$ cat config.mk
export PLATFORM = sky130hd
export DESIGN_NAME = countdown_timer
export DESIGN_NICKNAME = d
export VERILOG_FILES = /design/src/rtl/timer_pkg.sv /design/src/rtl/countdown_timer.sv
export SDC_FILE = /design/constraint.sdc
export NUM_CORES = 1
export LEC_CHECK = 0
export CAP_MARGIN = 20
export CORE_MARGIN = 5
export CORE_UTILIZATION = 61
export CTS_CLUSTER_DIAMETER = 150
export DETAILED_ROUTE_END_ITERATION = 6
export DONT_BUFFER_PORTS = 1
export GPL_TIMING_DRIVEN = 0
export PLACE_DENSITY = 0.77
export SYNTH_ARGS = -nofsm -noshare
export SYNTH_HDL_FRONTEND = slang
export SYNTH_SLANG_ARGS = --single-unit
$ cat constraint.sdc
create_clock -name clk -period 2.4 [get_ports clk]
set_input_delay 0.48 -clock clk [delete_from_list [all_inputs] [get_ports clk]]
set_output_delay 0.48 -clock clk [all_outputs]
set_load 0.1 [all_outputs]
$ cat src/rtl/timer_pkg.sv
// Shared types and helpers for the timer/stopwatch family.
package timer_pkg;

    // Controller states shared by the count-down timer.
    typedef enum logic [1:0] {
        IDLE = 2'd0,
        RUN  = 2'd1,
        DONE = 2'd2
    } timer_state_t;

    // Working width of the clamp helper; wide enough for any counter in the family.
    localparam int CLAMP_W = 64;

    // Saturate a value to an upper bound; callers zero-extend into CLAMP_W bits.
    function automatic logic [CLAMP_W-1:0] clamp_max(
        input logic [CLAMP_W-1:0] value,
        input logic [CLAMP_W-1:0] max
    );
        return (value > max) ? max : value;
    endfunction

endpackage

$ cat src/rtl/countdown_timer.sv
// Count-down timer: loads a clamped preset, decrements once per clock while
// running, pulses expired at the 1->0 (or 1->reload) step, optional auto-reload.
module countdown_timer
    import timer_pkg::*;
#(
    parameter int DATA_WIDTH = 16,
    parameter int MAX        = 99
) (
    input  logic                  clk,
    input  logic                  reset,
    input  logic                  load,
    input  logic [DATA_WIDTH-1:0] load_value,
    input  logic                  start,
    input  logic                  stop,
    input  logic                  auto_reload,
    output logic [DATA_WIDTH-1:0] count,
    output logic                  running,
    output logic                  expired,
    output logic                  done
);

    // MAX as seen by the counter: zero-extended/truncated to the count width.
    localparam logic [DATA_WIDTH-1:0] MAX_W = DATA_WIDTH'(MAX);
    localparam logic [DATA_WIDTH-1:0] ONE_W = DATA_WIDTH'(1);

    timer_state_t          state_reg;
    timer_state_t          state_next;
    logic [DATA_WIDTH-1:0] count_reg;
    logic [DATA_WIDTH-1:0] count_next;
    logic [DATA_WIDTH-1:0] reload_reg;
    logic [DATA_WIDTH-1:0] reload_next;
    logic                  expired_reg;
    logic                  expired_next;

    // Result of one decrement step, used both by RUN and by the start edge.
    timer_state_t          step_state;
    logic [DATA_WIDTH-1:0] step_count;
    logic                  step_expired;

    logic [DATA_WIDTH-1:0] load_clamped;

    assign load_clamped = DATA_WIDTH'(clamp_max(CLAMP_W'(load_value), CLAMP_W'(MAX_W)));

    // One decrement step; at count==1 either expire into DONE or reload and keep running.
    always_comb begin
        step_state   = RUN;
        step_count   = count_reg;
        step_expired = 1'b0;
        if (count_reg > ONE_W) begin
            step_count = count_reg - ONE_W;
        end else if (count_reg == ONE_W) begin
            step_expired = 1'b1;
            if (auto_reload) begin
                step_count = reload_reg;
            end else begin
                step_count = '0;
                step_state = DONE;
            end
        end else begin
            // A zero count never decrements; park in DONE without a pulse.
            step_state = DONE;
        end
    end

    // Next-state logic with priority load > stop > start.
    always_comb begin
        state_next   = state_reg;
        count_next   = count_reg;
        reload_next  = reload_reg;
        expired_next = 1'b0;
        if (load) begin
            count_next  = load_clamped;
            reload_next = load_clamped;
            state_next  = IDLE;
        end else if (stop) begin
            // DONE is only left through load or reset.
            if (state_reg == RUN) begin
                state_next = IDLE;
            end
        end else begin
            unique case (state_reg)
                IDLE: begin
                    // Start decrements on the same edge so there is no dead cycle.
                    if (start && (count_reg != '0)) begin
                        state_next   = step_state;
                        count_next   = step_count;
                        expired_next = step_expired;
                    end
                end
                RUN: begin
                    state_next   = step_state;
                    count_next   = step_count;
                    expired_next = step_expired;
                end
                DONE: begin
                    count_next = '0;
                end
                default: begin
                    state_next = IDLE;
                end
            endcase
        end
    end

    // State, count, preset and expiry pulse registers.
    always_ff @(posedge clk) begin
        if (reset) begin
            state_reg   <= IDLE;
            count_reg   <= '0;
            reload_reg  <= '0;
            expired_reg <= 1'b0;
        end else begin
            state_reg   <= state_next;
            count_reg   <= count_next;
            reload_reg  <= reload_next;
            expired_reg <= expired_next;
        end
    end

    assign count   = count_reg;
    assign expired = expired_reg;
    assign running = (state_reg == RUN);
    assign done    = (state_reg == DONE);

endmodule
==> flow_summary.ini <==
[outcome]
status = finished with violations
failed_checks = negative setup slack

[synth]
postSynthRegisterBits = 35
syn_nets = 249
ys_top_cells_by_area = dfxtp_1, nor2_1, nand2_1
synthArstFlopShare = 0
netlist.area_leader.share = 0.3766
syn_area_per_cell_um2 = 8.306
yosys_warnings = 0
synth-edff-count = 0
seq_area_frac_synth = 0.3766
netlist_area_um2 = 1861
ys.flop_type = dfxtp_1
synth_area_leader_cell = dfxtp_1
syn-instance-count = 224
yosysUniqueCellTypes = 50

[floorplan]
dieArea_um2 = 4254
io_pins = 41
die_width_um = 65.23
die_y_um = 65.23
rows = 20
initial_utilization = 0.6248
core_um2 = 2978

[worst_hold_path]
hp-class = in2reg
hp-start = load_value[1]
whs_endpoint = reload_reg[1]
hold_depth = 2

[sta]
fin_worst_skew_ns = 0.01234
grt_setup_unrepaired = true
slew_violations = 0
fin_crit_ns = 2.513
setup_viol = 12
finalHoldViolations = 0
slew_headroom = 0.3779
period_share = 1.047
worst_pin_slew_ns = 0.9318
setup_ws_ns = -0.1127
fmax_mhz = 398.0

[detailed_routing]
wire_per_inst_um = 19.51
ant_nets = 0
vias_per_cell = 6.707
drt-total-wl_um = 5386
first_pass_iters = 5
vias = 1851
route.detailed.drc = 0
drtIter0Drc = 187

[placement]
port_buffers = 0
hpwl_um = 3553
place_congestion = 0.8926

[critical_path]
critPathSlowestCell = or4_4
r2r_end = count[3]
startpoint_type = flop
path_buf_inv = 1
cp_cell_sequence = or4_4 > nor4b_4 > o211a_4 > and3b_2 > buf_4 > a32oi_2 > a311oi_1
crit_fanout = 6
cpLargestDelayFamily = simple AND/OR/NAND/NOR gates
required_ns = 2.66
path_class = reg2reg
reg2reg_depth = 7
slowest_delay_ns = 0.62
cp.arrival_ns = 2.78
reg2reg_slack_ns = -0.11
worst_r2r_startpoint = count[4]
endpoint_kind = flop

[pwr]
power_leakage_uw = 0.0008557
total_power_uw = 1763
seq_power_share = 0.462
vdd_drop_max_v = 0.0004208
p_sw_uw = 686.0
clockPowerShare = 0.257
switching_share = 0.3892
internal-power_uw = 1077
power.density_nw_per_um2 = 786.6
power_frac_comb = 0.281

[job]
cap_violations = 0

[cts]
cts_sinks = 35
clock_path_buffers = 2
worstSkewPairLatency_ns = 0.35
cts_buffers = 5
htree_levels = 2
clock-root-buffer = clkbuf_4
path_clk_slew_ns = 0.11
cts_tree = built

[cells_and_area]
layout_common_cells = nor2_1, dfxtp_1, nand2_1, a21oi_1, and2_1
syn_to_final_growth_pct = 20.44
diodes = 0
layout_commonest_cell = nor2_1
utilization = 0.7525
final_nets = 267
layout-drive-gt1-share = 0.2428

[global_route]
grt_pass1_vias = 1759
grt_pass1_wl_um = 8411
antenna_found_initial = 0
overflow = 0
grt_max_degree = 13
groute.usage.overall = 0.2541
==> worst max path at each step <==
| stage | cells past startpoint | to | start |
|---|---|---|---|
| global placement | 5 | count[2] | count[13] |
| global route | 6 | count[4] | count[4] |
| floorplan | 2 | running | state_reg[0] |
| finish | 7 | count[3] | count[4] |
| CTS | 8 | count[4] | count[0] |
| detailed placement | 5 | count[4] | count[13] |
==> area by class of cell <==
type | instances | area (um2)
Inverter | 9 | 33.78
Buffer | 10 | 60.06
Timing Repair Buffer | 11 | 91.34
Tap cell | 33 | 41.29
Clock inverter | 2 | 38.79
Multi-Input combinational cell | 170 | 1181
Sequential cell | 35 | 743.2
Clock buffer | 6 | 51.30
Fill cell | 204 | 737.0
==> power by group through the flow <==
stage / registers (uW) / clock network (uW) / logic, uW
after floorplan: 811 / 0 / 303
after global placement: 822 / 0 / 357
after detailed placement: 824 / 0 / 370
after CTS: 814 / 464 / 416
after global routing: 818 / 491 / 534
final: 814 / 453 / 496
==> timing repair <==
action	4_1_cts	5_1_grt
pin swaps	4	11
setup buffers	6	5
gates resized for setup	18	20
endpoints found under the setup margin	18	20
hold buffers	0	0
==> per-layer routing <==
metal	vias to the layer above	wire length (um)	part of all wire	GRT usage
li1	860	-	-	-
met1	845	2134	0.40	0.3103
met2	114	2487	0.46	0.3818
met3	32	554	0.10	0.09915
met4	0	209	0.039	0.1373
met5	-	0	0	0
==> cells in the mapped netlist, types with 3 or more instances <==
cell      number
a21oi_1       10
nor3b_1        4
o21ai_0       10
o21a_1         4
nand2b_1       4
a311oi_1       5
nand4_1        4
nand3_1        5
xor2_1         3
xnor2_1        4
and2_1        10
dfxtp_1       35
clkbuf_1       8
nor2_1        26
a31oi_1        3
nor3_1         6
ha_1           3
nor4_1         5
nand2_1       17
a32oi_1        3
o22ai_1        3
and3_1         3
a211oi_1       4
inv_1          9
nor2b_1        3
==> worst register-to-register path, delay by kind of cell (launching register included) <==
kind,cells,cell delay [ns]
simple gates,3,1.19
buf+inv,1,0.13
compound gates,3,0.63
flops,1,0.48
==> metrics by stage <==
stage          hold WS [ns]  cells  instance area [um2]  worst slack [ns]  setup TNS (ns)
6_report             0.2510    276                 2241           -0.1127         -0.5795
5_1_grt              0.2267    276                 2241           -0.1807          -1.901
4_1_cts              0.2372    271                 2122          -0.05553         -0.2973
3_5_place_dp         0.4350    257                 1931           -0.3661          -4.222
3_3_place_gp         0.4307    257                 1928           -0.2949          -3.332
2_1_floorplan        0.4174    224                 1887          -0.04091        -0.04091
==> kinds of logic (layout without fill, tap and decap cells) <==
family                     after synthesis  count (layout)  share of synthesized area
and+or+nand+nor                        101             101                     0.3046
AOI/OAI and AO/OA                       59              59                     0.2226
DFF                                     35              35                     0.3766
buffers and inverters                   19              38                    0.04304
xor gates and xnor gates                 7               7                    0.03295
adders and majority gates                3               3                    0.02018
No activity file was read; power rests on OpenSTA's default activity.
